**config.mk**
```make
export PLATFORM = sky130hd
export DESIGN_NAME = dino_jump_ctrl
export DESIGN_NICKNAME = d
export VERILOG_FILES = /design/src/rtl/dino_pkg.sv /design/src/rtl/dino_jump_ctrl_btn_debounce.sv /design/src/rtl/dino_jump_ctrl.sv
export SDC_FILE = /design/constraint.sdc
export NUM_CORES = 1
export LEC_CHECK = 0
export ABC_AREA = 1
export ABC_CLOCK_PERIOD_IN_PS = 5700
export BUFFER_PORTS_ARGS = -buffer_cell sky130_fd_sc_hd__buf_2
export CELL_PAD_IN_SITES_DETAIL_PLACEMENT = 0
export CELL_PAD_IN_SITES_GLOBAL_PLACEMENT = 1
export CORE_MARGIN = 2
export CORE_UTILIZATION = 38
export CTS_CLUSTER_SIZE = 25
export DETAILED_ROUTE_END_ITERATION = 7
export PLACE_DENSITY_LB_ADDON = 0.1
export SYNTH_ARGS = -nofsm -noshare
export SYNTH_HDL_FRONTEND = slang
export SYNTH_SLANG_ARGS = --single-unit
export TNS_END_PERCENT = 10
```
**constraint.sdc**
```tcl
create_clock -name clk -period 5.7 [get_ports clk]
set_clock_uncertainty 0.2 [all_clocks]
set_input_delay 0.285 -clock clk [delete_from_list [all_inputs] [get_ports clk]]
set_output_delay 0.285 -clock clk [all_outputs]
set_load 0.02 [all_outputs]
```
**src/rtl/dino_pkg.sv**
```systemverilog
// dino_pkg
//   Shared types for the dinosaur game control path. The dinosaur state
//   register on the display side imports the same state encoding, so the
//   enum values below are fixed and must not be reordered.
package dino_pkg;

  typedef enum logic [1:0] {
    IDLE = 2'b00,
    RUN  = 2'b01,
    JUMP = 2'b10,
    DEAD = 2'b11
  } dino_state_e;

  // Width of a counter that holds values 0..n-1 (at least one bit).
  function automatic int unsigned cnt_width(input int unsigned n);
    return (n < 2) ? 1 : $clog2(n);
  endfunction

endpackage

```
**src/rtl/dino_jump_ctrl_btn_debounce.sv**
```systemverilog
// btn_debounce
//   Two-flop synchronizer, level debouncer and rising-edge pulse for a raw
//   mechanical button.
//
//   Ports:
//     clk      in   system clock
//     rst_n    in   asynchronous active-low reset
//     btn_raw  in   raw asynchronous button, active-high
//     level    out  debounced button level
//     rise     out  one-cycle pulse on a 0->1 change of level
//
//   The accepted level changes only after DB_CYC consecutive synchronized
//   samples disagree with it; any agreeing sample restarts the count. A stable
//   edge on btn_raw therefore produces rise 2+DB_CYC cycles later.
module btn_debounce
  import dino_pkg::*;
#(
  parameter int unsigned DB_CYC = 500000
) (
  input  logic clk,
  input  logic rst_n,
  input  logic btn_raw,
  output logic level,
  output logic rise
);

  localparam int unsigned CW = cnt_width(DB_CYC);
  localparam logic [CW-1:0] CNT_LAST = CW'(DB_CYC - 1);

  logic          sync1_q;
  logic          sync2_q;
  logic          level_q;
  logic          rise_q;
  logic [CW-1:0] cnt_q;
  logic          differ;
  logic          flip;

  assign differ = (sync2_q != level_q);
  assign flip   = differ && (cnt_q == CNT_LAST);

  always_ff @(posedge clk or negedge rst_n) begin
    if (!rst_n) begin
      sync1_q <= 1'b0;
      sync2_q <= 1'b0;
      level_q <= 1'b0;
      rise_q  <= 1'b0;
      cnt_q   <= '0;
    end else begin
      sync1_q <= btn_raw;
      sync2_q <= sync1_q;
      // The counter also clears on the flip itself so that the next change
      // needs a fresh run of DB_CYC disagreeing samples.
      if (!differ || flip) begin
        cnt_q <= '0;
      end else begin
        cnt_q <= cnt_q + 1'b1;
      end
      if (flip) begin
        level_q <= ~level_q;
      end
      rise_q <= flip && !level_q;
    end
  end

  assign level = level_q;
  assign rise  = rise_q;

endmodule

```
**src/rtl/dino_jump_ctrl.sv**
```systemverilog
// dino_jump_ctrl
//   Game-side controller that produces the dinosaur state shown by the
//   display path: debounces the jump button, divides the clock into frame
//   ticks, runs the idle/run/jump/dead FSM and integrates jump physics once
//   per frame.
//
//   Ports:
//     clk          in   system clock
//     rst_n        in   asynchronous active-low reset
//     btn_jump     in   raw jump button, active-high
//     collide      in   collision flag, sampled every clk
//     restart      in   one-cycle restart pulse from game-over logic
//     dino_state   out  IDLE/RUN/JUMP/DEAD (dino_pkg encoding)
//     dino_height  out  height above ground, 0 = on ground
//     run_phase    out  leg animation phase, meaningful in RUN
//     frame_tick   out  one-cycle pulse per frame
//     jump_req     out  debounced rising-edge pulse of btn_jump
//
//   state | meaning
//   ------+-----------------------------------------------------------
//   IDLE  | waiting for the first jump press; collisions ignored
//   RUN   | on the ground, legs animate every RUN_FRAMES frames
//   JUMP  | airborne, height/velocity integrated on each frame tick
//   DEAD  | frozen after a collision; restart or jump returns to IDLE
//
//   Event priority inside the FSM: collide > restart > jump_req > frame_tick.
module dino_jump_ctrl
  import dino_pkg::*;
#(
  parameter int unsigned FRAME_DIV  = 833333,
  parameter int unsigned DB_CYC     = 500000,
  parameter int          H_W        = 8,
  parameter int          JUMP_V0    = 12,
  parameter int          GRAVITY    = 1,
  parameter int unsigned RUN_FRAMES = 6
) (
  input  logic           clk,
  input  logic           rst_n,
  input  logic           btn_jump,
  input  logic           collide,
  input  logic           restart,
  output logic [1:0]     dino_state,
  output logic [H_W-1:0] dino_height,
  output logic           run_phase,
  output logic           frame_tick,
  output logic           jump_req
);

  localparam int unsigned FW = cnt_width(FRAME_DIV);
  localparam int unsigned RW = cnt_width(RUN_FRAMES);
  localparam int          VW = H_W + 1;  // signed velocity
  localparam int          SW = H_W + 2;  // height + velocity without overflow

  localparam logic [FW-1:0]        FDIV_LAST = FW'(FRAME_DIV - 1);
  localparam logic [RW-1:0]        RUN_LAST  = RW'(RUN_FRAMES - 1);
  localparam logic [H_W-1:0]       H_MAX     = {H_W{1'b1}};
  localparam logic signed [VW-1:0] V0_S      = VW'(JUMP_V0);
  localparam logic signed [VW-1:0] G_S       = VW'(GRAVITY);

  // ---------------------------------------------------------------------
  // Button path
  // ---------------------------------------------------------------------
  logic btn_level;
  logic btn_rise;

  btn_debounce #(
    .DB_CYC (DB_CYC)
  ) u_btn_debounce (
    .clk     (clk),
    .rst_n   (rst_n),
    .btn_raw (btn_jump),
    .level   (btn_level),
    .rise    (btn_rise)
  );

  // ---------------------------------------------------------------------
  // Frame divider, free-running in every state
  // ---------------------------------------------------------------------
  logic [FW-1:0] fdiv_q;
  logic          frame_tick_q;

  always_ff @(posedge clk or negedge rst_n) begin
    if (!rst_n) begin
      fdiv_q       <= '0;
      frame_tick_q <= 1'b0;
    end else begin
      if (fdiv_q == FDIV_LAST) begin
        fdiv_q <= '0;
      end else begin
        fdiv_q <= fdiv_q + 1'b1;
      end
      frame_tick_q <= (fdiv_q == FDIV_LAST);
    end
  end

  // ---------------------------------------------------------------------
  // Jump physics helpers
  // ---------------------------------------------------------------------
  dino_state_e           state_q;
  logic [H_W-1:0]        height_q;
  logic signed [VW-1:0]  vel_q;
  logic                  run_phase_q;
  logic [RW-1:0]         run_cnt_q;

  logic signed [SW-1:0]  sum_s;
  logic                  land;
  logic                  over;

  assign sum_s = $signed({2'b00, height_q}) + $signed({vel_q[VW-1], vel_q});
  // Landing when the new height would be zero or below.
  assign land  = sum_s[SW-1] || (sum_s == '0);
  // Positive and at or beyond 2^H_W: clamp to the top of the range.
  assign over  = !sum_s[SW-1] && sum_s[H_W];

  // ---------------------------------------------------------------------
  // Game FSM with registered outputs
  // ---------------------------------------------------------------------
  always_ff @(posedge clk or negedge rst_n) begin
    if (!rst_n) begin
      state_q     <= IDLE;
      height_q    <= '0;
      vel_q       <= '0;
      run_phase_q <= 1'b0;
      run_cnt_q   <= '0;
    end else begin
      case (state_q)
        IDLE: begin
          if (btn_rise) begin
            state_q <= RUN;
          end
        end

        RUN: begin
          if (collide) begin
            state_q   <= DEAD;
            run_cnt_q <= '0;
          end else if (btn_rise) begin
            state_q   <= JUMP;
            vel_q     <= V0_S;
            run_cnt_q <= '0;
          end else if (frame_tick_q) begin
            if (run_cnt_q == RUN_LAST) begin
              run_cnt_q   <= '0;
              run_phase_q <= ~run_phase_q;
            end else begin
              run_cnt_q <= run_cnt_q + 1'b1;
            end
          end
        end

        JUMP: begin
          // A collision freezes height and velocity even on a landing tick.
          if (collide) begin
            state_q <= DEAD;
          end else if (frame_tick_q) begin
            if (land) begin
              height_q <= '0;
              vel_q    <= '0;
              state_q  <= RUN;
            end else begin
              height_q <= over ? H_MAX : sum_s[H_W-1:0];
              vel_q    <= vel_q - G_S;
            end
          end
        end

        DEAD: begin
          if (restart || btn_rise) begin
            state_q     <= IDLE;
            height_q    <= '0;
            vel_q       <= '0;
            run_phase_q <= 1'b0;
          end
        end

        default: begin
          state_q <= IDLE;
        end
      endcase
    end
  end

  assign dino_state  = state_q;
  assign dino_height = height_q;
  assign run_phase   = run_phase_q;
  assign frame_tick  = frame_tick_q;
  assign jump_req    = btn_rise;

  // The debounced level itself has no consumer beyond the edge pulse.
  logic unused_level;
  assign unused_level = btn_level;

endmodule

```
==> out/qor.yml, run 1 <==
floorplan:
  ios: 18
  rows: 37
  fp.dieArea_um2: 11300
  start_util_pct: 38.8
  dieWidth_um: 106
  chipHeight_um: 106
  core_area_um2: 10300
sta:
  tightest_slew_ps: 881
  slew_viol_final: 0
  fin_setup_tns_ps: 0
  hold_violations: 0
  worst_slew_margin_rel_pct: 41.3
  finalCritPeriodShare_pct: 43.8
  min_period_ps: 2500
  final-setup-viol-count: 0
  setup_ws_ps: 3200
  rsz0062_at_grt: "false"
  fmax_ghz: 0.401
detailed_routing:
  drt_iter0_markers: 123
  wl_met2_mm: 4.01
  highest_layer: "met4"
  wirelength_met1_mm: 4.18
  drt_first_pass_iters: 4
  wl_met3_um: 256
  drt_wl_total_mm: 8.53
  wire_per_inst_um: 12.4
  vias: 3254
  vias_per_cell: 4.72
  drc_errors: 0
  ant_nets: 0
finish:
  final_net_count: 567
  drive_gt1_share_pct: 14.3
  diodes: 0
  stdcell_count: 689
  finalCoreUtilization_pct: 43.0
  area_growth_pct: 10.8
  n_fill_cell: 1100
placed_design:
  place_inst: 672
  place_congestion: 0.752
  place_ws_ps: 3220
  dpl.hpwl_mm: 6.25
  port_buffers: 17
setup_path:
  critPathArrivalTime_ps: 2560
  required_ps: 5770
  endpoint_kind: "register"
  criticalPathCategory: "reg -> reg"
  crit_fanout: 10
  crit_path_start_kind: "register"
synth:
  netlist_instances: 520
  yosys_warnings: 0
  avgSynthCellArea_um2: 7.68
  synth.net_count: 538
  async_flop_share_pct: 100
  syn_area_um2: 3990
  synth_fa_ha_area_share_pct: 4.26
  yosysSeqAreaShare_pct: 42.0
  synthFlopType: "dfrtp_1"
  synth_edf_count: 0
  synth_cell_type_count: 45
  synth_mux_area_share_pct: 0.251
  synth_top_family_by_area: "simple AND/OR/NAND/NOR gates"
  synth_xor_area_share_pct: 3.51
  synth-simple-area-share_pct: 33.9
  synth-compound-area-share_pct: 7.93
  ys_ff_latch: 67
global_routing:
  first_global_vias: 3215
  grt_pass1_wl_mm: 15.0
  overflow: 0
  track_usage_pct: 16.6
  grt_max_degree: 68
  antenna_found_initial: 0
power_and_ir_drop:
  total_power_mw: 0.857
  peakVddDrop_mv: 0.151
  power.leakage_nw: 2.27
  powerDensity_nw_per_um2: 194
status:
  outcome: "complete, no violations"
clock_network:
  clk_pin_slew_ps: 70
  cts_inserted_buffers: 9
  tritoncts: "built"
  cts.path.max_buffers: 2
  root_buffer: "clkbuf_8"
  postCtsSetupRepairBufs: 0
  htree_levels: 3
  clock_sinks: 67
  insertion_delay_ps: 340
worst_hold_path:
  min_path_type: "in -> reg"
flow_run:
  max-cap-violations: 0
## logic make-up after synthesis
kind of cell             Yosys count
flip-flops                        67
AND/OR/NAND/NOR                  283
adder cells (fa/ha/maj)           13
multiplexers                       1
AO/OA/AOI/OAI                     55
buffers and inverters             85
XOR/XNOR                          16
## power by group
group | switching [mW] | internal [mW]
registers | 0.00426 | 0.480
logic | 0.0233 | 0.0101
clock network | 0.174 | 0.165
total | 0.202 | 0.655
## per-layer routing
layer / vias to the layer above / track usage (%)
met4: 0 / 4.17
met1: 1498 / 22.4
met3: 7 / 4.05
met5: - / 0
li1: 1712 / -
met2: 37 / 26.8
## layout make-up
cell class / instances / area (um^2) / area share [%]
clock inverters: 3 / 15.0 / 0.339
inverters: 83 / 312 / 7.04
well taps: 136 / 170 / 3.85
clock buffers: 12 / 145 / 3.28
multi-input cells: 368 / 1990 / 45.0
flip-flops and latches: 67 / 1680 / 37.9
repair buffers: 20 / 113 / 2.55
## placed cells by master, fill, tap and decap left out, drive strengths merged, types with 6 or more instances in the layout
master and instances:
inv 82, clkbuf 12, buf 18, a21oi 24, xnor2 6, nand2 131
nor3 16, nand4 9, nand3 35, ha 12, xor2 10, dfrtp 67
nor2 80, o21ai 21
## worst max-delay path, stage by stage (launching register included)
cell	delay [ps]
dfrtp_1	400
ha_1	240
fa_1	440
nand2_1	90
nand2_1	90
nand3_1	100
nand2_1	50
nand2_1	50
nand2_1	60
nand2_1	50
nor2_1	50
nand2_2	70
nand3_2	120
nor2_4	250
nand2_1	80
o21ai_1	80
## metrics by stage
step	area (um^2)	hold slack, ps
final	4420	79.7
after global routing	4420	75.5
after CTS	4420	58.8
after detailed placement	4240	135
after global placement	4240	134
after floorplan	3990	-211
## path summary, 6_finish.rpt
kind	cells past startpoint	slack, ps	start	end
worst max-delay path	15	3200	dino_height[0]	vel_q[1]
min in group asynchronous	3	470	rst_n	dino_height[4]
worst min register to register	0	150	u_btn_debounce.sync1_q	u_btn_debounce.sync2_q
max in group asynchronous	3	4250	rst_n	u_btn_debounce.cnt_q[18]
worst min-delay path	4	80	collide	run_cnt_q[0]
worst max register to register	15	3200	dino_height[0]	vel_q[1]
## what timing repair did
item / in CTS / in global routing
gates resized for setup: 0 / 0
hold buffers: 2 / 0
hold endpoints to repair: 68 / 0
## registers in the layout, summed over array words and instances, names as in the netlist
name / cells
u_btn_debounce.cnt_q: 19
u_btn_debounce.sync2_q: 1
u_btn_debounce.level: 1
run_cnt_q: 3
dino_state: 2
run_phase: 1
vel_q: 9
u_btn_debounce.rise: 1
fdiv_q: 20
dino_height: 8
frame_tick: 1
u_btn_debounce.sync1_q: 1
## synthesized netlist by cell type, types with 7 or more instances
| cell | n | area share [%] |
|---|---|---|
| nor3_1 | 12 | 1.5 |
| dfrtp_1 | 67 | 42 |
| ha_1 | 12 | 3.8 |
| nand2_1 | 123 | 12 |
| nand2_2 | 7 | 1.1 |
| xor2_1 | 10 | 2.2 |
| inv_2 | 11 | 1.0 |
| nor2_1 | 68 | 6.4 |
| o21ai_0 | 17 | 2.1 |
| a21oi_1 | 24 | 3.0 |
| nand3_1 | 31 | 3.9 |
| nand4_1 | 7 | 1.1 |
| nor2_2 | 7 | 1.1 |
| inv_1 | 71 | 6.7 |
No activity file was read; power rests on OpenSTA's default activity.
==> run 2: changes to the inputs <==
Settings changed: ABC_CLOCK_PERIOD_IN_PS 5700 to 2600.
Clock period 5.7 ns to 2.6 ns, I/O delays scaled along.
==> out/qor.yml, run 2 (same netlist as run 1, synthesis figures left out) <==
finish:
  top_register: "fdiv_q"
  largest_register_ffs: 20
  final_net_count: 573
  final_cell_mix: "nand2_1 (123), inv_1 (71), nor2_1 (67), dfrtp_1 (67), nand3_1 (31)"
  n_fill_cell: 1065
  design_area_um2: 4560
  diodes: 0
  top_regs: "fdiv_q x20, u_btn_debounce.cnt_q x19, vel_q x9"
  final_common_cell: "nand2_1"
  multi_input_area_um2: 2020
  regArea_um2: 1680
  drive_gt1_share_pct: 15.9
  area_growth_pct: 14.1
setup_path:
  cp_cell_sequence: "ha_1 -> inv_1 -> nand2_1 -> nand3_1 -> nand2_1 -> nand2_1 -> nand2_2 -> inv_2 -> nor2_2 -> nand2_2 -> nand3_4 -> nand2_1 -> inv_2 -> nor2_1"
  endpoint_kind: "register"
  cp_common_cell: "nand2_1"
  crit_end: "vel_q[7]"
  setup.worst_path.start: "vel_q[2]"
  crit_path_start_kind: "register"
  cp.depth: 14
  crit_buf_inv: 3
  required_ps: 2630
  r2r_cells: 14
  crit_fanout: 6
  rr_startpoint: "vel_q[2]"
  critPathArrivalTime_ps: 2390
  slowest_delay_ps: 450
  r2r_slack_ps: 240
  criticalPathCategory: "reg -> reg"
  r2r_end: "vel_q[7]"
  slowest_stage: "dfrtp_1"
  crit_family: "simple AND/OR/NAND/NOR gates"
global_routing:
  grt_pass1_wl_mm: 14.7
  first_global_vias: 3098
  antenna_found_initial: 0
  overflow: 0
  track_usage_pct: 16.4
  grt_max_degree: 30
placed_design:
  dpl_cell_area_um2: 4290
  port_buffers: 17
  place_congestion: 0.770
  dpl.hpwl_mm: 6.40
clock_network:
  htree_levels: 3
  tritoncts: "built"
  postCtsSetupRepairBufs: 0
  cts_inserted_buffers: 9
  clock_sinks: 67
  insertion_delay_ps: 340
  root_buffer: "clkbuf_8"
  cts.path.max_buffers: 2
  clk_pin_slew_ps: 70
detailed_routing:
  drt_iter0_markers: 142
  vias: 3292
  drc_errors: 0
  drt_wl_total_mm: 8.60
  wire_per_inst_um: 12.4
  drt_first_pass_iters: 4
  vias_per_cell: 4.73
  ant_nets: 0
sta:
  hold_violations: 0
  worst_slew_margin_rel_pct: 50.8
  fmax_ghz: 0.423
  final-setup-viol-count: 0
  min_period_ps: 2360
  slew_viol_final: 0
  tightest_slew_ps: 738
  fin_setup_tns_ps: 0
  finalCritPeriodShare_pct: 90.8
  rsz0062_at_grt: "false"
floorplan:
  ios: 18
  chipHeight_um: 106
  fp.dieArea_um2: 11300
  core_area_um2: 10300
  dieWidth_um: 106
  rows: 37
  start_util_pct: 38.8
status:
  outcome: "complete, no violations"
power_and_ir_drop:
  peakVddDrop_mv: 0.222
  power.leakage_nw: 2.31
  powerDensity_nw_per_um2: 454
worst_hold_path:
  min_path_type: "in -> reg"
  hold_path.startpoint: "restart"
flow_run:
  max-cap-violations: 0
-- run 2: cell types whose count changed in the layout (fill, tap and decap cells not counted), sizes merged --
cell,delta
dlygate4sd3,+1
clkinv,-3
clkbuf,+1
clkinvlp,+2
nor2,+1
bufinv,+1
buf,+4
-- run 2: worst min path at each step --
stage,to,cells past startpoint
floorplan,dino_height[0],0
global placement,u_btn_debounce.sync1_q,1
detailed placement,u_btn_debounce.sync1_q,1
CTS,dino_state[1],6
global route,u_btn_debounce.sync2_q,0
finish,dino_state[1],6
-- run 2: power by group --
part / leakage, nW / total [mW] / switching (mW) / internal (mW)
Clock: 0.102 / 0.926 / 0.404 / 0.522
Sequential: 0.891 / 1.06 / 0.00980 / 1.05
Combinational: 1.32 / 0.0808 / 0.0528 / 0.0280
Total: 2.31 / 2.07 / 0.466 / 1.60
-- run 2: repair_timing --
| action | in CTS | in global routing |
|---|---|---|
| gates resized for setup | 0 | 5 |
| endpoints found under the hold margin | 30 | 0 |
| setup endpoints to repair | 0 | 17 |
| hold buffers | 3 | 0 |
-- run 2: worst min-delay path, delay by kind of cell --
family	cells	cell delay (ps)
buffers and inverters	1	70
and+or+nand+nor	5	400
-- run 2: area by class of cell --
type	count	share of cell area, %
Multi-Input combinational cell	369	44.3
Sequential cell	67	36.8
Inverter	83	6.84
Tap cell	136	3.74
Clock buffer	13	3.71
Timing Repair Buffer	25	3.63
Clock inverter	3	0.989
-- run 2: routing by layer --
| metal | wire length [um] | share of wire, % | track usage [%] |
|---|---|---|---|
| met1 | 4280 | 50 | 21.6 |
| met2 | 4010 | 47 | 26.9 |
| met3 | 186 | 2.2 | 3.37 |
| met4 | 114 | 1.3 | 5.47 |
| met5 | 0 | 0 | 0 |
-- run 2: through the flow --
step           cells  hold WS [ps]  worst slack [ps]  utilization (%)  total power, mW
2_1_floorplan    520          -366               259                -             1.12
3_3_place_gp     676          39.7               168             41.7             1.16
3_5_place_dp     676          39.3               135             41.7             1.16
4_1_cts          695          87.6               109             44.1             2.11
5_1_grt          696           170              6.37             44.3             2.17
6_report         696           103               238             44.3             2.07
==> run 3: changes to the inputs <==
Settings changed: ABC_CLOCK_PERIOD_IN_PS 2600 to 1920, BUFFER_PORTS_ARGS -buffer_cell sky130_fd_sc_hd__buf_2 to not set, CELL_PAD_IN_SITES_DETAIL_PLACEMENT 0 to 2, CELL_PAD_IN_SITES_GLOBAL_PLACEMENT 1 to 2, CORE_UTILIZATION 38 to 34, DONT_BUFFER_PORTS set to 1.
Clock period 2.6 ns to 1.92 ns, I/O delays scaled along.
==> out/qor.yml, run 3 (same netlist as run 1, synthesis figures left out) <==
floorplan:
  fp.dieArea_um2: 12600
  ios: 18
  rows: 39
  dieWidth_um: 112
  chipHeight_um: 112
  core_area_um2: 11400
  start_util_pct: 35.0
clock_network:
  htree_levels: 3
  clock_sinks: 67
  cts_inserted_buffers: 9
  root_buffer: "clkbuf_16"
  insertion_delay_ps: 350
  cts.path.max_buffers: 2
  clk_pin_slew_ps: 60
  tritoncts: "built"
global_routing:
  grt_pass1_wl_mm: 22.1
  track_usage_pct: 22.2
  grt_max_degree: 68
  antenna_found_initial: 0
  first_global_vias: 4443
  overflow: 0
setup_path:
  endpoint_kind: "register"
  required_ps: 2000
  criticalPathCategory: "reg -> reg"
  critPathArrivalTime_ps: 2500
  crit_path_start_kind: "register"
  crit_fanout: 5
sta:
  hold_violations: 0
  fin_setup_tns_ps: -8990
  min_period_ps: 2420
  worst_slew_margin_rel_pct: 76.0
  rsz0062_at_grt: "true"
  tightest_slew_ps: 360
  fmax_ghz: 0.414
  setup_ws_ps: -497
  slew_viol_final: 0
  finalCritPeriodShare_pct: 126
  final-setup-viol-count: 25
placed_design:
  port_buffers: 0
  place_ws_ps: -516
  dpl.hpwl_mm: 9.10
  place_congestion: 0.771
worst_hold_path:
  min_path_type: "in -> async"
finish:
  finalCoreUtilization_pct: 47.0
  area_growth_pct: 34.4
  n_fill_cell: 1288
  final_common_cell: "nand2_1"
  drive_gt1_share_pct: 31.3
  largest_register_ffs: 20
  diodes: 0
  top_register: "fdiv_q"
  final_net_count: 631
  final_cell_mix: "nand2_1 (103), buf_4 (74), inv_1 (70)"
  top_regs: "fdiv_q x20, u_btn_debounce.cnt_q x19, vel_q x9"
power_and_ir_drop:
  p_int_mw: 2.41
  seq_power_share_pct: 45.7
  power.leakage_nw: 2.68
  p_switching_mw: 0.734
  powerDensity_nw_per_um2: 587
  peakVddDrop_mv: 0.457
  p_sw_share_pct: 23.3
  combPwrFrac_pct: 4.8
  clock_power_share_pct: 49.4
detailed_routing:
  ant_nets: 0
  drt_first_pass_iters: 4
  wire_per_inst_um: 17.3
  drt_wl_total_mm: 13.1
  vias_per_cell: 5.00
  vias: 3798
  drt_iter0_markers: 152
  drc_errors: 0
flow_run:
  max-cap-violations: 0
status:
  outcome: "finished with violations"
  violations: "setup timing"
## run 3: power by group through the flow
stage / Sequential [mW] / Clock (mW) / Combinational, mW
finish: 1.44 / 1.56 / 0.152
global route: 1.44 / 1.66 / 0.172
CTS: 1.44 / 1.61 / 0.149
detailed placement: 1.46 / 0 / 0.0949
global placement: 1.46 / 0 / 0.0869
floorplan: 1.46 / 0 / 0.0508
## run 3: area by class of cell
class | count | area [um^2] | share of cell area [%]
Multi-Input combinational cell | 368 | 2230 | 41.6
Sequential cell | 67 | 1680 | 31.3
Timing Repair Buffer | 84 | 688 | 12.8
Inverter | 83 | 314 | 5.86
Clock buffer | 12 | 256 | 4.78
Tap cell | 143 | 179 | 3.34
Clock inverter | 2 | 12.5 | 0.233
## run 3: path summary, 6_finish.rpt
check                           cells after the start                    from  slack [ps]                     end
max in group asynchronous                           2                   rst_n        1100          dino_height[0]
worst min register to register                      0  u_btn_debounce.sync1_q         160  u_btn_debounce.sync2_q
worst max-delay path                               16          dino_height[0]        -500          dino_height[3]
min in group clk                                    1                btn_jump         110  u_btn_debounce.sync1_q
worst max register to register                     16          dino_height[0]        -500          dino_height[3]
worst min-delay path                                2                   rst_n         100          dino_height[5]
## run 3: metrics by stage
step,instances,power (mW),area [um^2],hold WS (ps)
finish,759,3.15,5360,99.7
global route,759,3.27,5360,114
CTS,758,3.20,5220,96.4
detailed placement,734,1.56,4760,-398
global placement,734,1.55,4760,-398
floorplan,520,1.51,4020,-400
## run 3: metal layers
metal	global-route usage, %	routed length [um]	vias to the layer above
li1	-	-	1846
met5	0	0	-
met4	8.94	241	0
met2	41.1	7090	35
met1	25.3	5520	1899
met3	3.94	273	18
## run 3: critical path, stage by stage (launching register included)
cell,delay (ps)
dfrtp_2,420
ha_4,170
fa_2,380
nand2_2,80
nand2_2,70
nand3_2,80
nand2_1,60
nand2_1,60
nand2_1,60
nand2_1,80
nor2_2,50
nand2_2,80
nand3_4,100
nor2_4,190
buf_6,170
nand2_2,50
nand2_1,60
## run 3: repair_timing
item,CTS,global route
pin swaps,7,15
endpoints found under the hold margin,74,0
gates resized for setup,26,36
setup endpoints to repair,28,40
buffers inserted,6,1
hold buffers,5,0
